**config.mk**
```make
export PLATFORM = sky130hd
export DESIGN_NAME = cnt_stream_checker_ch
export DESIGN_NICKNAME = d
export VERILOG_FILES = /design/src/rtl/cnt_stream_checker.sv
export SDC_FILE = /design/constraint.sdc
export NUM_CORES = 1
export LEC_CHECK = 0
export BUFFER_PORTS_ARGS = -buffer_cell sky130_fd_sc_hd__buf_2
export CORE_UTILIZATION = 50
export CTS_BUF_LIST = sky130_fd_sc_hd__clkbuf_8
export DETAILED_ROUTE_END_ITERATION = 16
export PLACE_DENSITY_LB_ADDON = 0.25
export SLEW_MARGIN = 20
export SYNTH_ARGS = -nofsm -noshare
export SYNTH_HDL_FRONTEND = slang
export SYNTH_SLANG_ARGS = --single-unit
```
**constraint.sdc**
```tcl
create_clock -name clk -period 3.04 [get_ports clk]
set_input_delay 0.456 -clock clk [delete_from_list [all_inputs] [get_ports clk]]
set_output_delay 0.456 -clock clk [all_outputs]
set_load 0.02 [all_outputs]
```
**src/rtl/cnt_stream_checker.sv**
```systemverilog
// Receive-side checker for two free-running wrapping counter streams.
// Each channel locks onto its stream, then reports sequence breaks, wraps and lock loss.
//
// Channel FSM:
//   state    | meaning
//   S_SEARCH | hunting for LOCK_CNT consecutive correct increments; silent
//   S_LOCKED | tracking the sequence; reports errors and MAX->MIN wraps

module cnt_stream_checker_ch #(
  parameter int WIDTH    = 7,
  parameter int MIN      = 0,
  parameter int MAX      = 49,
  parameter int LOCK_CNT = 4,
  parameter int LOSS_CNT = 2,
  parameter int ERR_W    = 16
) (
  input  logic             clk,
  input  logic             rst_n,
  input  logic             en,
  input  logic [WIDTH-1:0] sample,
  output logic             locked,
  output logic             err,
  output logic             wrap,
  output logic [ERR_W-1:0] err_cnt
);

  localparam int RUN_W  = $clog2(LOCK_CNT + 1);
  localparam int MISS_W = $clog2(LOSS_CNT + 1);
  localparam logic [WIDTH-1:0]  L_MIN  = WIDTH'(MIN);
  localparam logic [WIDTH-1:0]  L_MAX  = WIDTH'(MAX);
  localparam logic [WIDTH-1:0]  L_SPAN = WIDTH'(MAX - MIN);
  localparam logic [RUN_W-1:0]  L_LOCK = RUN_W'(LOCK_CNT);
  localparam logic [MISS_W-1:0] L_LOSS = MISS_W'(LOSS_CNT);

  typedef enum logic {
    S_SEARCH = 1'b0,
    S_LOCKED = 1'b1
  } state_t;

  state_t             r_state,      w_state_nxt;
  logic [WIDTH-1:0]   r_prev,       w_prev_nxt;
  logic               r_prev_valid, w_prev_valid_nxt;
  logic [RUN_W-1:0]   r_run,        w_run_nxt;
  logic [MISS_W-1:0]  r_miss,       w_miss_nxt;
  logic               r_err,        w_err_nxt;
  logic               r_wrap,       w_wrap_nxt;
  logic [ERR_W-1:0]   r_err_cnt,    w_err_cnt_nxt;

  logic               w_in_range;
  logic               w_at_max;
  logic [WIDTH-1:0]   w_expected;
  logic               w_match;
  logic [RUN_W-1:0]   w_run_inc;
  logic [MISS_W-1:0]  w_miss_inc;
  logic [ERR_W-1:0]   w_err_cnt_inc;

  // Offset compare folds both bounds into one unsigned test (wraps below MIN).
  assign w_in_range    = (sample - L_MIN) <= L_SPAN;
  assign w_at_max      = (r_prev == L_MAX);
  assign w_expected    = w_at_max ? L_MIN : r_prev + WIDTH'(1);
  assign w_match       = r_prev_valid && w_in_range && (sample == w_expected);
  assign w_run_inc     = r_run + RUN_W'(1);
  assign w_miss_inc    = r_miss + MISS_W'(1);
  assign w_err_cnt_inc = (r_err_cnt == {ERR_W{1'b1}}) ? r_err_cnt : r_err_cnt + ERR_W'(1);

  always_ff @(posedge clk or negedge rst_n) begin
    if (!rst_n) begin
      r_state      <= S_SEARCH;
      r_prev       <= '0;
      r_prev_valid <= 1'b0;
      r_run        <= '0;
      r_miss       <= '0;
      r_err        <= 1'b0;
      r_wrap       <= 1'b0;
      r_err_cnt    <= '0;
    end else begin
      r_state      <= w_state_nxt;
      r_prev       <= w_prev_nxt;
      r_prev_valid <= w_prev_valid_nxt;
      r_run        <= w_run_nxt;
      r_miss       <= w_miss_nxt;
      r_err        <= w_err_nxt;
      r_wrap       <= w_wrap_nxt;
      r_err_cnt    <= w_err_cnt_nxt;
    end
  end

  always_comb begin
    w_state_nxt      = r_state;
    w_prev_nxt       = r_prev;
    w_prev_valid_nxt = r_prev_valid;
    w_run_nxt        = r_run;
    w_miss_nxt       = r_miss;
    w_err_nxt        = 1'b0;
    w_wrap_nxt       = 1'b0;
    w_err_cnt_nxt    = r_err_cnt;

    if (en) begin
      case (r_state)
        S_SEARCH: begin
          if (!w_in_range) begin
            w_prev_valid_nxt = 1'b0;
            w_run_nxt        = '0;
          end else if (!w_match) begin
            w_prev_nxt       = sample;
            w_prev_valid_nxt = 1'b1;
            w_run_nxt        = '0;
          end else begin
            w_prev_nxt = sample;
            w_run_nxt  = w_run_inc;
            if (w_run_inc == L_LOCK) begin
              w_state_nxt = S_LOCKED;
              w_miss_nxt  = '0;
            end
          end
        end
        S_LOCKED: begin
          if (w_match) begin
            w_prev_nxt = sample;
            w_miss_nxt = '0;
            w_wrap_nxt = w_at_max;
          end else begin
            // Resync onto the bad sample so a lone glitch costs two errors, not a run.
            w_err_nxt        = 1'b1;
            w_err_cnt_nxt    = w_err_cnt_inc;
            w_prev_nxt       = sample;
            w_prev_valid_nxt = w_in_range;
            w_miss_nxt       = w_miss_inc;
            if (w_miss_inc == L_LOSS) begin
              w_state_nxt = S_SEARCH;
              w_run_nxt   = '0;
            end
          end
        end
        default: w_state_nxt = S_SEARCH;
      endcase
    end
  end

  assign locked  = (r_state == S_LOCKED);
  assign err     = r_err;
  assign wrap    = r_wrap;
  assign err_cnt = r_err_cnt;

endmodule

```
==> flow_summary.json <==
{
  "status": "complete, no violations",
  "routedWlPerCell_um": 14.7,
  "global_route.peak_usage_layer": "met2",
  "syn_area_um2": 1800,
  "most_frequent_cells_after_synthesis": "dfrtp_1, xnor2_1, nand3_1, nand2_1, nor2_1",
  "yosys-top-cells-area": "dfrtp_1, xnor2_1, mux2_2, nand3_1, ha_1",
  "setup_viol_count_final": 0,
  "postRouteWirelength_um": 3800,
  "design.portCount": 29,
  "reg2reg_from": "r_prev[0]$_DFFE_PN0P_",
  "placement_rows": 21,
  "area_delta_synth_final_pct": 15.6,
  "finalHoldWorstSlack_ns": 0.220,
  "vias_per_cell": 5.79,
  "timing_worst_slew_pin_value_ns": 0.815,
  "vdd_drop_max_uv": 318,
  "postSynth.topFlopCell": "dfrtp_1",
  "finalCriticalPeriod_ns": 2.70,
  "syn_avg_cell_area_um2": 9.95,
  "number_of_buffers_inserted_by_hold_repair_at_cts": 0,
  "finalMaxSlewViolations": 0,
  "globalRouteMet3Util_pct": 6.00,
  "crit_type": "flop to flop",
  "cell_type_with_the_largest_total_area_after_synthesis": "dfrtp_1",
  "detail_route.iter0.violations": 69,
  "post_synth_inst_count": 181,
  "via_count": 1495,
  "synth.most_common_cell": "dfrtp_1",
  "cts_setup_buffers": 0,
  "fp.coreArea_um2": 3390,
  "r2r.worst_path.cells": 8,
  "timing.max_slew.rel_slack_pct": 45.5,
  "antennaDiodeCount": 0,
  "worstPathArrival_ns": 2.86,
  "post_route_cells_drive_above_1_share_pct": 22.2,
  "setup.worst_path.start_class": "flop",
  "die_wd_um": 62.0,
  "layout_worst_path_cycle_share_pct": 88.7,
  "path_max_fanout": 14,
  "clkSlewWorstSetupHoldPaths_ns": 0.06,
  "finish.net_count": 228,
  "cts_htree_levels": 2,
  "syn_nets": 197,
  "met2_track_demand_over_resource_pct": 40.7,
  "yosys_warnings": 0,
  "r2r-end": "err_cnt[10]$_DFFE_PN0P_",
  "global_route.overflow_total": 0,
  "start_util_pct": 53.1,
  "cts_root_buffer": "clkbuf_8",
  "synth.top_cell.area_share_pct": 44.5,
  "synthArstFlopShare_pct": 100,
  "numCtsBuffers": 5,
  "weighted_congestion_reported_at_the_end_of_routability_driven_placement": 0.934,
  "number_of_flops_mapped_to_enable_cells_by_yosys": 0,
  "yosys.cell_types.count": 44,
  "clockBufferDepth": 2,
  "post_cts.resized_instances": 0,
  "dieArea_um2": 3840,
  "p_leak_nw": 0.954,
  "grt_max_degree": 33,
  "grt_antenna_before_repair": 0,
  "max_freq_mhz": 371,
  "fin_setup_tns_ns": 0,
  "place_hpwl_um": 2790,
  "final-hold-violation-count": 0,
  "grt_pass1_vias": 1422,
  "gr-usage-all-layers_pct": 22.8,
  "clkSinkCount": 32,
  "cp_endpoint_kind": "flop",
  "insertion_delay_ns": 0.28,
  "die_h_um": 62.0,
  "grt.met1_usage_pct": 24.8,
  "port_buffers": 28,
  "crit_required_ns": 3.21,
  "cellPowerDensity_nw_per_um2": 454,
  "ys_seq_area_share_pct": 44.5,
  "drc_errors": 0,
  "min_path_type": "input port to asynchronous set/reset pin",
  "rsz0062_at_grt": "false",
  "grt_first_pass_wirelength_um": 6230,
  "finalClockSkew_ns": 0.00667,
  "timing.reg2reg.setup_slack_ns": 0.34,
  "drt_pass1_iterations": 4,
  "flip_flop_and_latch_count_after_synthesis": 32,
  "drv.max_cap_violation_count": 0,
  "tritoncts": "yes",
  "count_of_antenna_violating_nets_left_after_detailed_routing": 0
}
==> cell type report <==
| cell class | instances | area (um^2) |
|---|---|---|
| Inverter | 8 | 30.0 |
| Timing Repair Buffer | 29 | 148 |
| Sequential cell | 32 | 801 |
| Multi-Input combinational cell | 136 | 948 |
| Tap cell | 46 | 57.6 |
| Fill cell | 281 | 1310 |
| Clock buffer | 7 | 96.3 |
==> worst max path at each step <==
stage,depth (start not counted),endpoint,from
2_1_floorplan,8,err_cnt[1]$_DFFE_PN0P_,r_prev[1]$_DFFE_PN0P_
3_3_place_gp,7,err_cnt[1]$_DFFE_PN0P_,sample[1]
3_5_place_dp,8,err_cnt[10]$_DFFE_PN0P_,r_prev[0]$_DFFE_PN0P_
4_1_cts,8,err_cnt[10]$_DFFE_PN0P_,r_prev[0]$_DFFE_PN0P_
5_1_grt,8,err_cnt[10]$_DFFE_PN0P_,r_prev[0]$_DFFE_PN0P_
6_report,8,err_cnt[10]$_DFFE_PN0P_,r_prev[0]$_DFFE_PN0P_
==> routing by layer <==
metal  part of all wire (%)  vias to the layer above
li1                       -                      723
met1                     42                      732
met2                     52                       33
met3                    4.2                        7
met4                    2.0                        0
met5                      0                        -
==> layout by cell type (no fill, tap or decap), drive strengths merged, types with 3 or more instances in the layout <==
master  instances
and3            5
nor2           10
or3             3
clkbuf          7
nand3          16
nand2          16
xnor2          17
dfrtp          32
o21ai           5
ha              6
nand4           6
buf            29
nor3            6
and4            3
mux2            8
inv             8
==> stage by stage <==
stage	cells	worst slack, ns	area (um^2)	total power, W	util [%]
global placement	251	0.476	1980	0.000595	58.5
floorplan	181	0.829	1800	0.000561	-
global route	258	0.164	2080	0.000987	61.4
finish	258	0.343	2080	0.000944	61.4
detailed placement	251	0.351	1980	0.000603	58.5
CTS	258	0.353	2080	0.000955	61.4
==> power breakdown <==
group | switching, W | internal (W) | total (W)
registers | 0.0000284 | 0.000442 | 0.000470
logic | 0.0000659 | 0.0000597 | 0.000126
clock network | 0.000147 | 0.000201 | 0.000348
==> registers in the layout, indices dropped and copies added (netlist names) <==
signal / cells
err: 1
err_cnt: 16
locked: 1
r_miss: 2
r_prev: 7
r_prev_valid: 1
r_run: 3
wrap: 1
==> kinds of logic after synthesis <==
family,count (synthesis),share of synthesized area [%]
adder cells (fa/ha/maj),6,4.17
buffers and inverters,13,2.85
XOR/XNOR,19,9.24
AO/OA/AOI/OAI,30,12.6
flip-flops,32,44.5
AND/OR/NAND/NOR,72,21.1
multiplexers,9,5.56
==> worst max-delay path: stages (launching register included) <==
cell and delay (ns):
dfrtp_1 0.46, ha_1 0.22, nor3b_2 0.16, a211o_1 0.29
a221oi_1 0.44, a2111o_1 0.45, buf_4 0.25, nand4_1 0.13
xnor2_1 0.17
Note: power is estimated with default switching activity, not from simulation.
